--- config.mk ---
export PLATFORM = sky130hd
export DESIGN_NAME = secret_arbiter
export DESIGN_NICKNAME = d
export VERILOG_FILES = /design/src/rtl/secret_arbiter.sv
export SDC_FILE = /design/constraint.sdc
export NUM_CORES = 1
export LEC_CHECK = 0
export CAP_MARGIN = 40
export CORE_MARGIN = 2
export CORE_UTILIZATION = 50
export CTS_CLUSTER_DIAMETER = 200
export CTS_CLUSTER_SIZE = 28
export DETAILED_ROUTE_END_ITERATION = 10
export PLACE_DENSITY = 0.76
export REMOVE_ABC_BUFFERS = 1
export SYNTH_ARGS = -nofsm -noshare
export SYNTH_HDL_FRONTEND = slang
export SYNTH_SLANG_ARGS = --single-unit
--- constraint.sdc ---
create_clock -name clk -period 12 [get_ports clk]
set_input_delay 2.4 -clock clk [delete_from_list [all_inputs] [get_ports clk]]
set_output_delay 2.4 -clock clk [all_outputs]
set_load 0.01 [all_outputs]
--- src/rtl/secret_arbiter.sv ---
// secret_arbiter: round-robin arbiter that time-shares one accumulate-and-select
// engine among N_REQ requesters, each with a private accumulator context.
// A grant in IDLE produces one tagged response; the block then waits in RESP
// until the sink takes it.
// Optional build macro: SECRET_ARBITER_STATS_EN adds the grant_cnt output.
module secret_arbiter #(
  parameter int N_REQ  = 2,
  parameter int WIDTH  = 32,
  parameter int THRESH = 10,
  parameter int SECRET = 9,
  localparam int ID_W  = (N_REQ > 2) ? $clog2(N_REQ) : 1
) (
  input  logic                   clk,
  input  logic                   rst_n,
  input  logic [N_REQ-1:0]       req_valid,
  input  logic [N_REQ*WIDTH-1:0] req_a,
  input  logic [N_REQ*WIDTH-1:0] req_b,
  output logic [N_REQ-1:0]       req_ready,
  input  logic [N_REQ-1:0]       acc_clr,
  output logic                   rsp_valid,
  input  logic                   rsp_ready,
  output logic [WIDTH-1:0]       rsp_x,
  output logic [ID_W-1:0]        rsp_id
`ifdef SECRET_ARBITER_STATS_EN
  ,
  output logic [15:0]            grant_cnt
`endif
);

  typedef enum logic {IDLE = 1'b0, RESP = 1'b1} state_t;

  state_t           state_q, state_d;
  logic [ID_W-1:0]  ptr_q, ptr_d;
  logic             rsp_valid_q, rsp_valid_d;
  logic [WIDTH-1:0] rsp_x_q, rsp_x_d;
  logic [ID_W-1:0]  rsp_id_q, rsp_id_d;
  logic [WIDTH-1:0] acc_q [N_REQ];
  logic [WIDTH-1:0] acc_d [N_REQ];
  logic [WIDTH-1:0] a_arr [N_REQ];
  logic [WIDTH-1:0] b_arr [N_REQ];
  logic [ID_W-1:0]  grant;
  logic             grant_vld;
  logic             accept;

  // Unpack the flat operand buses into per-requester words.
  genvar gi;
  generate
    for (gi = 0; gi < N_REQ; gi++) begin : g_slice
      assign a_arr[gi] = req_a[gi*WIDTH +: WIDTH];
      assign b_arr[gi] = req_b[gi*WIDTH +: WIDTH];
    end
  endgenerate

  // Round-robin search: first valid requester after the last grant, with wrap.
  // Scanning from the farthest candidate down lets the nearest one win.
  always_comb begin
    grant     = ptr_q;
    grant_vld = 1'b0;
    for (int k = N_REQ; k >= 1; k--) begin
      if (req_valid[(int'(ptr_q) + k) % N_REQ]) begin
        grant     = ID_W'((int'(ptr_q) + k) % N_REQ);
        grant_vld = 1'b1;
      end
    end
  end

  assign accept = (state_q == IDLE) && grant_vld;

  // One-hot accept strobe; forced low while reset is asserted.
  always_comb begin
    req_ready = '0;
    if (rst_n && accept) begin
      req_ready[grant] = 1'b1;
    end
  end

  // FSM next state and response capture; compare uses the pre-update accumulator.
  always_comb begin
    state_d     = state_q;
    ptr_d       = ptr_q;
    rsp_valid_d = rsp_valid_q;
    rsp_x_d     = rsp_x_q;
    rsp_id_d    = rsp_id_q;
    case (state_q)
      IDLE: begin
        if (grant_vld) begin
          if (acc_q[grant] > WIDTH'(THRESH)) begin
            rsp_x_d = b_arr[grant];
          end else begin
            rsp_x_d = a_arr[grant] + b_arr[grant] + WIDTH'(SECRET);
          end
          rsp_id_d    = grant;
          ptr_d       = grant;
          rsp_valid_d = 1'b1;
          state_d     = RESP;
        end
      end
      RESP: begin
        if (rsp_ready) begin
          rsp_valid_d = 1'b0;
          state_d     = IDLE;
        end
      end
    endcase
  end

  // Accumulator update; a coincident clear overrides the accumulate.
  always_comb begin
    for (int i = 0; i < N_REQ; i++) begin
      acc_d[i] = acc_q[i];
      if (accept && (grant == ID_W'(i))) begin
        acc_d[i] = acc_q[i] + a_arr[i];
      end
      if (acc_clr[i]) begin
        acc_d[i] = '0;
      end
    end
  end

  // Control and response registers.
  always_ff @(posedge clk or negedge rst_n) begin
    if (!rst_n) begin
      state_q     <= IDLE;
      ptr_q       <= ID_W'(N_REQ - 1);
      rsp_valid_q <= 1'b0;
      rsp_x_q     <= '0;
      rsp_id_q    <= '0;
    end else begin
      state_q     <= state_d;
      ptr_q       <= ptr_d;
      rsp_valid_q <= rsp_valid_d;
      rsp_x_q     <= rsp_x_d;
      rsp_id_q    <= rsp_id_d;
    end
  end

  // Per-requester accumulator contexts.
  always_ff @(posedge clk or negedge rst_n) begin
    if (!rst_n) begin
      for (int i = 0; i < N_REQ; i++) acc_q[i] <= '0;
    end else begin
      for (int i = 0; i < N_REQ; i++) acc_q[i] <= acc_d[i];
    end
  end

  assign rsp_valid = rsp_valid_q;
  assign rsp_x     = rsp_x_q;
  assign rsp_id    = rsp_id_q;

`ifdef SECRET_ARBITER_STATS_EN
  logic [15:0] cnt_q, cnt_d;

  // Saturating accept counter; clearing every context at once also clears it.
  always_comb begin
    cnt_d = cnt_q;
    if (&acc_clr) begin
      cnt_d = '0;
    end else if (accept && (cnt_q != 16'hFFFF)) begin
      cnt_d = cnt_q + 16'd1;
    end
  end

  // Counter register.
  always_ff @(posedge clk or negedge rst_n) begin
    if (!rst_n) cnt_q <= '0;
    else        cnt_q <= cnt_d;
  end

  assign grant_cnt = cnt_q;
`endif

endmodule

==> results of run 1 <==
through the flow:
stage                      util  cell area (um^2)
after global routing      0.619             12500
after floorplan               -             10000
after detailed placement  0.604             12200
final                     0.619             12500
after global placement    0.603             12200
after CTS                 0.619             12500
flip-flops by register name, indices dropped and copies added (netlist names):
register and count:
acc_q 64, ptr_q 1, rsp_id 1, rsp_valid 1, rsp_x 32, state_q 1
metal layers:
metal | wire [um] | part of all wire
met1 | 13400 | 0.45
met2 | 14100 | 0.47
met3 | 1930 | 0.064
met4 | 654 | 0.022
met5 | 0 | 0
report_power, final:
group          total (mW)  switching, mW  internal [mW]
clock               0.310          0.141          0.169
sequential          0.466         0.0514          0.414
combinational        1.26          0.704          0.560
total                2.04          0.897           1.14
tightest hold or removal path, delay by kind of cell (launching register included):
family	cells	cell delay, ns
AOI/OAI and AO/OA	1	0.05
DFF	1	0.34
and+or+nand+nor	1	0.04
cell type report:
| type | instances | area (um^2) |
|---|---|---|
| well taps | 270 | 338 |
| multi-input cells | 1168 | 7400 |
| inverters | 33 | 124 |
| repair buffers | 183 | 1820 |
| flip-flops and latches | 100 | 2500 |
| clock buffers | 11 | 243 |
| fillers | 1882 | 7680 |
| clock inverters | 5 | 60.1 |
Yosys cell counts (all sizes together), types with 6 or more instances:
| cell | instances | area (um^2) |
|---|---|---|
| a21oi | 135 | 676 |
| dfrtp | 99 | 2480 |
| a211oi | 35 | 268 |
| o21bai | 19 | 143 |
| o211ai | 10 | 75.1 |
| o21a | 12 | 90.1 |
| o31ai | 9 | 67.6 |
| nor4 | 16 | 100 |
| ha | 123 | 1540 |
| nor3 | 10 | 50.1 |
| nor2b | 10 | 62.6 |
| mux2i | 15 | 150 |
| xor2 | 19 | 166 |
| inv | 33 | 124 |
| nand3 | 17 | 85.1 |
| clkbuf | 65 | 244 |
| nand2 | 346 | 1300 |
| a31oi | 21 | 131 |
| o21ai | 77 | 385 |
| or3 | 6 | 37.5 |
| xnor2 | 55 | 482 |
| nor2 | 77 | 289 |
| nand4 | 16 | 100 |
| and3 | 9 | 56.3 |
| a21o | 54 | 405 |
path summary, 6_finish.rpt:
check	cells after the start	from	slack (ns)	to
max in group asynchronous	3	rst_n	8.96	acc_q[29]
max reg2reg	18	ptr_q	7.33	rsp_x[19]
min	2	rsp_x[28]	0.48	rsp_x[28]
min reg2reg	2	rsp_x[28]	0.48	rsp_x[28]
max	19	req_valid[1]	5.35	rsp_x[19]
min in group asynchronous	1	rst_n	2.00	acc_q[36]
cell families after synthesis:
family	after synthesis	synth area share
adders and majority gates	126	0.156
muxes	17	0.0168
DFF	100	0.244
AOI/OAI and AO/OA	416	0.260
and+or+nand+nor	535	0.224
xor gates and xnor gates	74	0.0632
buffers and inverters	100	0.0366
cell usage in the layout, fill, tap and decap left out, types with 33 or more instances in the layout:
cell type	count
a211oi_1	34
xnor2_1	55
clkdlybuf4s50_1	169
a21oi_1	134
a21o_1	53
ha_1	123
nor2_1	74
inv_1	33
dfrtp_1	99
nand2_1	346
o21ai_0	74
==> summary.md, run 1 <==
| Metric | Value |
|---|---|
| Setup CP Type | in2reg |
| Placed Cells | 1,754 |
| Total Routing Usage GR | 0.278 |
| Layout area overhead | 21.8% |
| Port bufs | 170 |
| CTS Buf Count | 9 |
| Routability congestion estimate | 0.929 |
| Tmin final | 6.65 ns |
| Cell area power density | 163 nW/um^2 |
| Fmax | 150 MHz |
| CP top delay family | compound AO/OA/AOI/OAI gates |
| Worst Path Arrival | 6.87 ns |
| Starting Density | 0.508 |
| Post-CTS sizing | 0 |
| Non-Filler Instances | 1,770 |
| Syn Inst Count | 1,368 |
| WHS | 0.477 ns |
| #FFs+latches synth | 100 |
| Status | finished, final reports clean |
| Met2 GRT Util | 0.470 |
| Synth Warn # | 0 |
| CTS root buffer | clkbuf_16 |
| Max Cap Violations | 0 |
| EDFF count, synth | 0 |
| First-pass GRT wire length | 48,800 um |
| Crit end category | flop |
| Mapped cell area | 10,300 um^2 |
| # diodes | 0 |
| Final wirelength | 30,000 um |
| CTS tree | done |
| Vias/cell | 5.83 |
| Primary FF master, synth | dfrtp_1 |
| Worst Path Required | 12.22 ns |
| RSZ-0062 raised after global routing | false |
| DP Wirelength | 22,900 um |
| Final worst slack | 5.35 ns |
| Max transition margin | 0.493 |
| Ports | 171 |
| # setup viols final | 0 |
| Drt drc | 0 |
| Tightest Pin Transition | 0.761 ns |
| Initial DRC count | 558 |
| Peak supply drop | 0.0000889 V |
| Initial antenna violation count | 0 |
| Worst path slowest cell | buf_4 |
| Final Max Tran Viols | 0 |
| Full die area | 21,700 um^2 |
| Gr busiest metal | met2 |
| Vias | 10,300 |
| Largest net degree at the start of global routing | 65 |
| Layout Nets | 1,756 |
| Final hold viol count | 0 |
| Die Y | 147 um |
| Setup TNS | 0 ns |
| Critical Path Source Type | primary input |
| Detail Route Antenna Nets | 0 |
| LEAKAGE | 5.94 nW |
| Grt ovf | 0 |
| Ratio of cells with drive above 1 in the final layout | 0.0327 |
| Number of cell rows | 52 |
| Crit path buf inv count | 4 |
| Crit path max fanout | 64 |
| Core region area | 20,200 um^2 |
| Crit-path cells | clkdlybuf4s50_1 > nor2_1 > a21oi_4 > buf_4 > mux2i_1 > ha_1 > inv_1 > ha_1 > inv_1 > fa_1 > nor2b_1 > o2111ai_1 > a21boi_0 > a211oi_1 > o31ai_1 > a31oi_1 > xnor2_1 > mux2i_1 > o21ai_0 |
| Period utilization | 0.554 |
| Layout Skew | 0.0102 ns |
| Worst min path class | reg2reg |
| WL/cell | 17.0 um |
| Global routing met3 resource utilization | 0.0466 |
| Num Clock Sinks | 100 |
| Skew-Pair Late Insertion Delay | 0.36 ns |
| # H-tree levels | 3 |
| Post-synth ARST share | 1.00 |
| Netlist cell types | 66 |
| Pre-CTS setup slack | 5.01 ns |
| Register area share after synthesis | 0.244 |
| Met1 Track Usage GR | 0.369 |
| Number of global-route vias before repair | 9,788 |
| Syn_area_per_cell | 7.50 um^2 |
| Hold_buf cts | 0 |
| Drt pass-1 iters | 5 |
| Power Total | 2.04 mW |
| Die span in x | 147 um |
| Post-CTS setup buffers | 0 |
| Clock tree buffer depth | 2 |
| CP max stage delay | 0.61 ns |
| Reg clk slew, reported paths | 0.07 ns |
No activity file was read; power rests on OpenSTA's default activity.
==> run 2, diff against run 1 <==
clock period = 6.55 ns   (was 12 ns; I/O delays follow)
==> run 2 against run 1 <==
Net effect:
- final cell count unchanged
- power up 83%
- flip-flop and latch count unchanged
- first-iteration DRC count up 4.3%
- combinational power up 85%
- global-route usage down 0.55 points
- register-to-register slack worse by 5.3 ns
- non-clock buffer count up 1
- core utilization about the same
- worst hold slack about the same
- critical path type unchanged
- critical endpoint is now rsp_x[31]
- largest power group unchanged
- highest routed layer unchanged
==> summary.md, run 2 (synthesized netlist as in run 1, its figures left out) <==
| Metric | Value |
|---|---|
| Commonest cells after routing, fill and taps aside | nand2_1 (346), clkdlybuf4s50_1 (169), a21oi_1 (134), ha_1 (123), dfrtp_1 (99) |
| CP top delay family | compound AO/OA/AOI/OAI gates |
| Post-CTS sizing | 0 |
| Layout Skew | 0.00779 ns |
| Largest net degree at the start of global routing | 60 |
| Tmin final | 5.57 ns |
| Skew-Pair Late Insertion Delay | 0.35 ns |
| Max transition margin | 0.414 |
| # setup viols final | 0 |
| WHS | 0.478 ns |
| Final Max Tran Viols | 0 |
| # diodes | 0 |
| Reg clk slew, reported paths | 0.07 ns |
| Worst Path Required | 6.81 ns |
| Full die area | 21,700 um^2 |
| Ratio of cells with drive above 1 in the final layout | 0.0333 |
| Number of cell rows | 52 |
| CP max stage delay | 0.72 ns |
| CTS tree | done |
| Post-CTS setup buffers | 0 |
| Layout Nets | 1,757 |
| Setup TNS | 0 ns |
| Ports | 171 |
| Hold_buf cts | 0 |
| DP Wirelength | 22,900 um |
| Die span in x | 147 um |
| Worst Path Arrival | 5.83 ns |
| Clock tree buffer depth | 2 |
| Grt ovf | 0 |
| LEAKAGE | 5.95 nW |
| Starting Density | 0.508 |
| Number of global-route vias before repair | 9,619 |
| Vias | 10,300 |
| Routability congestion estimate | 0.949 |
| Num Clock Sinks | 100 |
| Vias/cell | 5.82 |
| Tightest Pin Transition | 0.879 ns |
| Critical Path Source Type | primary input |
| Seq. cell area | 2500 um^2 |
| Die Y | 147 um |
| Initial DRC count | 582 |
| Cell area after layout | 12,500 um^2 |
| Worst min path class | reg2reg |
| Peak supply drop | 0.000148 V |
| # H-tree levels | 3 |
| Drt pass-1 iters | 6 |
| Crit end category | flop |
| Crit path max fanout | 42 |
| Total Routing Usage GR | 0.272 |
| Core region area | 20,200 um^2 |
| Worst path slowest cell | a21o_2 |
| Commonest non-fill, non-tap cell in the layout | nand2_1 |
| Setup CP Type | in2reg |
| Crit path buf inv count | 2 |
| First-pass GRT wire length | 47,500 um |
| Final hold viol count | 0 |
| Final wirelength | 29,700 um |
| Initial antenna violation count | 0 |
| Status | finished, final reports clean |
| WL/cell | 16.8 um |
| Area of the multi-input gates | 7400 um^2 |
| Port bufs | 170 |
| Top reg by flops | acc_q |
| Drt drc | 0 |
| Max Cap Violations | 0 |
| Non-Filler Instances | 1,770 |
| Detail Route Antenna Nets | 0 |
| Fill count | 1,835 |
| Period utilization | 0.850 |
| CTS Buf Count | 9 |
| Placed Cells | 1,755 |
| Cell area power density | 299 nW/um^2 |
| Largest register FFs | 64 |
| RSZ-0062 raised after global routing | false |
| Fmax | 180 MHz |
| Placed Area | 12,200 um^2 |
| Layout area overhead | 21.8% |
| Crit-path cells | clkdlybuf4s50_1 > nor2_1 > a21o_2 > buf_4 > nand2_1 > nand2_1 > ha_1 > ha_1 > a2111oi_0 > o21ai_0 > o2111ai_1 > nand3_1 > o21ai_1 > a21oi_1 > or4_1 > and4_1 > o31ai_1 |
| CTS root buffer | clkbuf_16 |
-- run 2: cell count changes in the layout (fill, tap and decap cells not counted) --
| cell | delta |
|---|---|
| clkbuf_8 | +1 |
| buf_16 | -1 |
| buf_8 | +1 |
| inv_6 | -1 |
| clkinv_2 | +1 |
| buf_12 | +1 |
| clkinvlp_4 | -1 |
| clkbuf_1 | -1 |
-- run 2: metrics by stage --
stage / util / total power [mW] / setup slack [ns]
3_3_place_gp: 0.604 / 3.12 / 0.729
2_1_floorplan: - / 2.42 / -0.157
3_5_place_dp: 0.604 / 3.15 / 0.595
6_report: 0.619 / 3.74 / 0.981
4_1_cts: 0.619 / 3.73 / 1.00
5_1_grt: 0.619 / 4.05 / 0.662
-- run 2: path summary, 6_finish.rpt --
kind / start / endpoint / slack [ns] / cells past startpoint
setup / recovery: req_valid[1] / rsp_x[31] / 0.98 / 17
min in group asynchronous: rst_n / acc_q[37] / 0.97 / 1
setup reg to reg: ptr_q / rsp_x[31] / 2.01 / 16
hold / removal: rsp_x[10] / rsp_x[10] / 0.48 / 2
hold reg to reg: rsp_x[10] / rsp_x[10] / 0.48 / 2
max in group asynchronous: rst_n / acc_q[16] / 4.32 / 2
-- run 2: final cells by class --
| class | instances | area share |
|---|---|---|
| Tap cell | 270 | 0.0270 |
| Timing Repair Buffer | 184 | 0.146 |
| Inverter | 33 | 0.00991 |
| Sequential cell | 100 | 0.200 |
| Multi-Input combinational cell | 1168 | 0.592 |
| Clock inverter | 4 | 0.00391 |
| Clock buffer | 11 | 0.0202 |
-- run 2: worst register-to-register path, delay by kind of cell, from the launching register on --
kind / cells / cell delay (ns)
fa+ha+maj: 2 / 0.47
flops: 1 / 0.40
buf+inv: 1 / 0.41
simple gates: 6 / 1.27
compound gates: 7 / 1.92
-- run 2: report_power, final --
group          internal, mW  switching, mW  leakage, nW
clock network         0.315          0.244        0.151
registers             0.759         0.0915         1.32
logic                  1.03           1.29         4.48
total                  2.11           1.63         5.95
-- run 2: per-layer routing --
metal  global-route usage  routed length, um  vias to the layer above  share of wire
met2                0.455              13700                      349           0.46
met5                    0                  0                        -              0
met3               0.0394               2100                       53          0.071
met4               0.0933                816                        0          0.027
li1                     -                  -                     5156              -
met1                0.362              13100                     4736           0.44
==> edit 1: new RTL, config.mk and constraints of run 2 <==
Add a define of `SECRET_ARBITER_STATS_EN`.
--- a/src/rtl/secret_arbiter.sv
+++ b/src/rtl/secret_arbiter.sv
@@ -3,6 +3,8 @@
 // A grant in IDLE produces one tagged response; the block then waits in RESP
 // until the sink takes it.
 // Optional build macro: SECRET_ARBITER_STATS_EN adds the grant_cnt output.
+`define SECRET_ARBITER_STATS_EN
+
 module secret_arbiter #(
   parameter int N_REQ  = 2,
   parameter int WIDTH  = 32,
Check against the original RTL (old outputs only; new: grant_cnt): same outputs for any inputs over 4 cycles, from zero or initial values and one cycle with rst_n low; that may be too few to reach the edited logic, so the function may still have changed.
==> edit 1 against run 2 <==
Design area is 9.9% higher. Non-clock buffer count is 17 higher. Routed wire length is 15% higher. Total power is 18% higher. Area after synthesis is 6.6% higher. Count of clock-buffer cells in the layout is 6 higher. Setup slack better by 0.087 ns. Sequential cell count is 16 higher. Highest routed layer unchanged.
==> edit 1: results (changes against run 2) <==
metric	value	unit	change
outcome	complete, no violations		unchanged
final hold slack	0.481	ns	was 0.478 ns
post-placement cell count	1860		was 1755
TritonRoute pass-1 iters	5		was 6
fin crit share	83.7	%	was 85.0%
routed via count	11100		was 10300
setup slack, reg-to-reg	1.87	ns	was 2.01 ns
compound-gate portion of the synthesized area	22.9	%	was 26.0%
Initial DRC Count	894		was 582
clock skew	0.0132	ns	was 0.00779 ns
CTS Buf Count	17		was 9
fin util	63.5	%	was 61.9%
Via density	5.89		was 5.82
placed cell areas	13100	um2	was 12200 um2
gr usage total	29.3	%	was 27.2%
Comb power	2.38	mW	was 2.33 mW
first-pass GRT wire length	55.3	mm	was 47.5 mm
port bufs	186		was 170
share of layout cells above drive strength 1	4.59	%	was 3.33%
grt met1 use	41.0	%	was 36.2%
htree depth	4		was 3
setup slack at placement	0.791	ns	was 0.595 ns
Worst path max stage delay	0.67	ns	was 0.72 ns
met3 WL post-DR	2.64	mm	was 2.10 mm
P_sw	1.84	mW	was 1.63 mW
post-synthesis sequential area ratio	26.6	%	was 24.4%
DR WL met2	15.6	mm	was 13.7 mm
grt met2 use	47.0	%	was 45.5%
post-synthesis mux area share	1.40	%	was 1.68%
Synth top cells by count	349 x nand2_1, 151 x a21oi_1, 124 x ha_1		was 346 x nand2_1, 135 x a21oi_1, 123 x ha_1
Gate Count Post-Synth	1436		was 1368
clock latency at the later pin of the worst-skew pair	0.43	ns	was 0.35 ns
Post-DP HPWL	26.1	mm	was 22.9 mm
Cell variety after synth	70		was 66
vias in the first global route	10400		was 9619
fillers	1925		was 1835
edit 1: layout make-up:
class                   count  area (um2)  area share (%)
multi-input cells        1236        7730            56.3
flip-flops and latches    116        2900            21.1
repair buffers            201        1990            14.5
clock buffers              17         425            3.10
well taps                 280         350            2.55
clock inverters            15         229            1.67
inverters                  27         101           0.738
edit 1: worst paths after layout:
check,start,to,depth (start not counted)
max,req_valid[1],rsp_x[28]$_DFFE_PN0P_,17
max reg2reg,ptr_q$_DFFE_PN1P_,rsp_x[28]$_DFFE_PN0P_,16
max in group asynchronous,rst_n,acc_q[11]$_DFFE_PN0P_,3
min reg2reg,rsp_x[12]$_DFFE_PN0P_,rsp_x[12]$_DFFE_PN0P_,2
min in group asynchronous,rst_n,rsp_x[3]$_DFFE_PN0P_,1
min,rsp_x[12]$_DFFE_PN0P_,rsp_x[12]$_DFFE_PN0P_,2
==> edit 2: new RTL, settings of run 2 <==
Made on the original files. The parameter `WIDTH` goes from 32 to 28.
--- a/src/rtl/secret_arbiter.sv
+++ b/src/rtl/secret_arbiter.sv
@@ -5,7 +5,7 @@
 // Optional build macro: SECRET_ARBITER_STATS_EN adds the grant_cnt output.
 module secret_arbiter #(
   parameter int N_REQ  = 2,
-  parameter int WIDTH  = 32,
+  parameter int WIDTH  = 28,
   parameter int THRESH = 10,
   parameter int SECRET = 9,
   localparam int ID_W  = (N_REQ > 2) ? $clog2(N_REQ) : 1
Ports: changed (resized req_a, req_b and rsp_x); port bits go from 171 to 151. The function was not compared with the original's and may differ.
==> edit 2 against run 2 <==
Routed wire length decreased by 7.8%. Setup slack improved by 0.25 ns. Clock skew increased by 0.0026 ns. First-iteration DRC count increased by 11%. Fmax increased by 4.6%. Area after synthesis decreased by 13%. Largest power group unchanged. Total power decreased by 7.9%. Design area decreased by 12%. Sequential cell count decreased by 12. Utilization increased by 1.2 points. Register-to-register slack improved by 0.12 ns. Global-route usage increased by 2.0 points.
==> edit 2: results (changes against run 2) <==
metric	value	unit	change
setup slack, reg-to-reg	2.13	ns	was 2.01 ns
post-synthesis adder-cell area fraction	15.6	%	about the same
leakage	5.31	nW	was 5.95 nW
Via density	5.90		was 5.82
port bufs	150		was 170
Post-DP HPWL	21.2	mm	was 22.9 mm
first-pass GRT wire length	42.9	mm	was 47.5 mm
Worst Reg2Reg Path Length in Cells	17		was 16
Initial DRC Count	645		was 582
WP data arrival	5.59	ns	was 5.83 ns
Hold Path End	rsp_x[14]$_DFFE_PN0P_		was rsp_x[10]$_DFFE_PN0P_
vias in the first global route	8278		was 9619
compound-gate portion of the synthesized area	23.7	%	was 26.0%
max reg flops	56		was 64
Total Wirelength	27.4	mm	was 29.7 mm
Worst Path Max Fanout	27		was 42
Synth top cells by count	293 x nand2_1, 125 x a21oi_1, 107 x ha_1		was 346 x nand2_1, 135 x a21oi_1, 123 x ha_1
VDD IR max	0.169	mV	was 0.148 mV
Cell variety after synth	67		was 66
Synth Area in XOR/XNOR	5.68	%	was 6.32%
gpl congestion	0.954		was 0.949
nets	1538		was 1757
setup slack at placement	0.856	ns	was 0.595 ns
clock skew	0.0104	ns	was 0.00779 ns
final hold slack	0.480	ns	was 0.478 ns
share of layout cells above drive strength 1	4.49	%	was 3.33%
P_int	1.92	mW	was 2.11 mW
worst hold start	rsp_x[14]$_DFFE_PN0P_		was rsp_x[10]$_DFFE_PN0P_
worst-margin pin slew	0.930	ns	was 0.879 ns
post-synthesis mux area share	1.93	%	was 1.68%
fillers	1553		was 1835
fin crit share	81.3	%	was 85.0%
gr usage total	29.2	%	was 27.2%
outcome	complete, no violations		unchanged
post-synthesis sequential area ratio	24.6	%	was 24.4%
pin count of the biggest net entering global routing	55		was 60
## edit 2: final cells by class
type / instances / share of cell area (%)
clock buffers: 12 / 2.24
clock inverters: 4 / 0.694
inverters: 26 / 0.888
multi-input cells: 1019 / 58.7
flip-flops and latches: 88 / 20.0
well taps: 225 / 2.56
repair buffers: 165 / 14.9
## edit 2: stage by stage
stage          area [um2]  cells  utilization, %
6_report            11000   1539            63.1
5_1_grt             11000   1539            63.1
4_1_cts             11000   1539            63.1
3_5_place_dp        10700   1523            61.3
3_3_place_gp        10600   1520            61.0
2_1_floorplan        8720   1133               -
## edit 2: how the worst max path moves through the flow
stage	cells past startpoint	endpoint	slack, ns
floorplan	17	rsp_x[27]$_DFFE_PN0P_	0.11
global placement	16	rsp_x[27]$_DFFE_PN0P_	0.96
detailed placement	18	rsp_x[27]$_DFFE_PN0P_	0.86
CTS	18	rsp_x[27]$_DFFE_PN0P_	1.22
global route	18	rsp_x[27]$_DFFE_PN0P_	1.02
finish	18	rsp_x[27]$_DFFE_PN0P_	1.23
## edit 2: cells by family (layout without fill, tap and decap cells)
family                     after synthesis  after routing
muxes                                   17             17
AOI/OAI and AO/OA                      333            333
and+or+nand+nor                        501            501
adders and majority gates              110            110
xor gates and xnor gates                58             58
DFF                                     88             88
buffers and inverters                   82            207
## edit 2: power groups by stage
stage	combinational [mW]	clock [mW]	sequential [mW]
4_1_cts	2.07	0.597	0.753
2_1_floorplan	1.35	0	0.787
6_report	2.10	0.593	0.752
5_1_grt	2.32	0.614	0.768
3_5_place_dp	2.07	0	0.763
3_3_place_gp	2.05	0	0.758
## edit 2: critical path, cell delays in order
cell	delay [ns]
clkdlybuf4s50_1	0.51
nor2_1	0.10
a21oi_4	0.71
mux2i_1	0.21
ha_1	0.24
inv_1	0.05
ha_1	0.17
inv_1	0.06
fa_1	0.37
nand2b_1	0.20
a21oi_2	0.21
o221ai_2	0.15
a211o_1	0.32
a21o_4	0.24
a311oi_4	0.23
a31oi_1	0.14
xnor2_1	0.15
o31ai_2	0.19
## edit 2: routing by layer
| metal | part of all wire [%] | global-route usage, % |
|---|---|---|
| met4 | 2.5 | 8.22 |
| met5 | 0 | 0 |
| met3 | 6.8 | 3.61 |
| met1 | 46 | 42.3 |
| met2 | 44 | 45.8 |
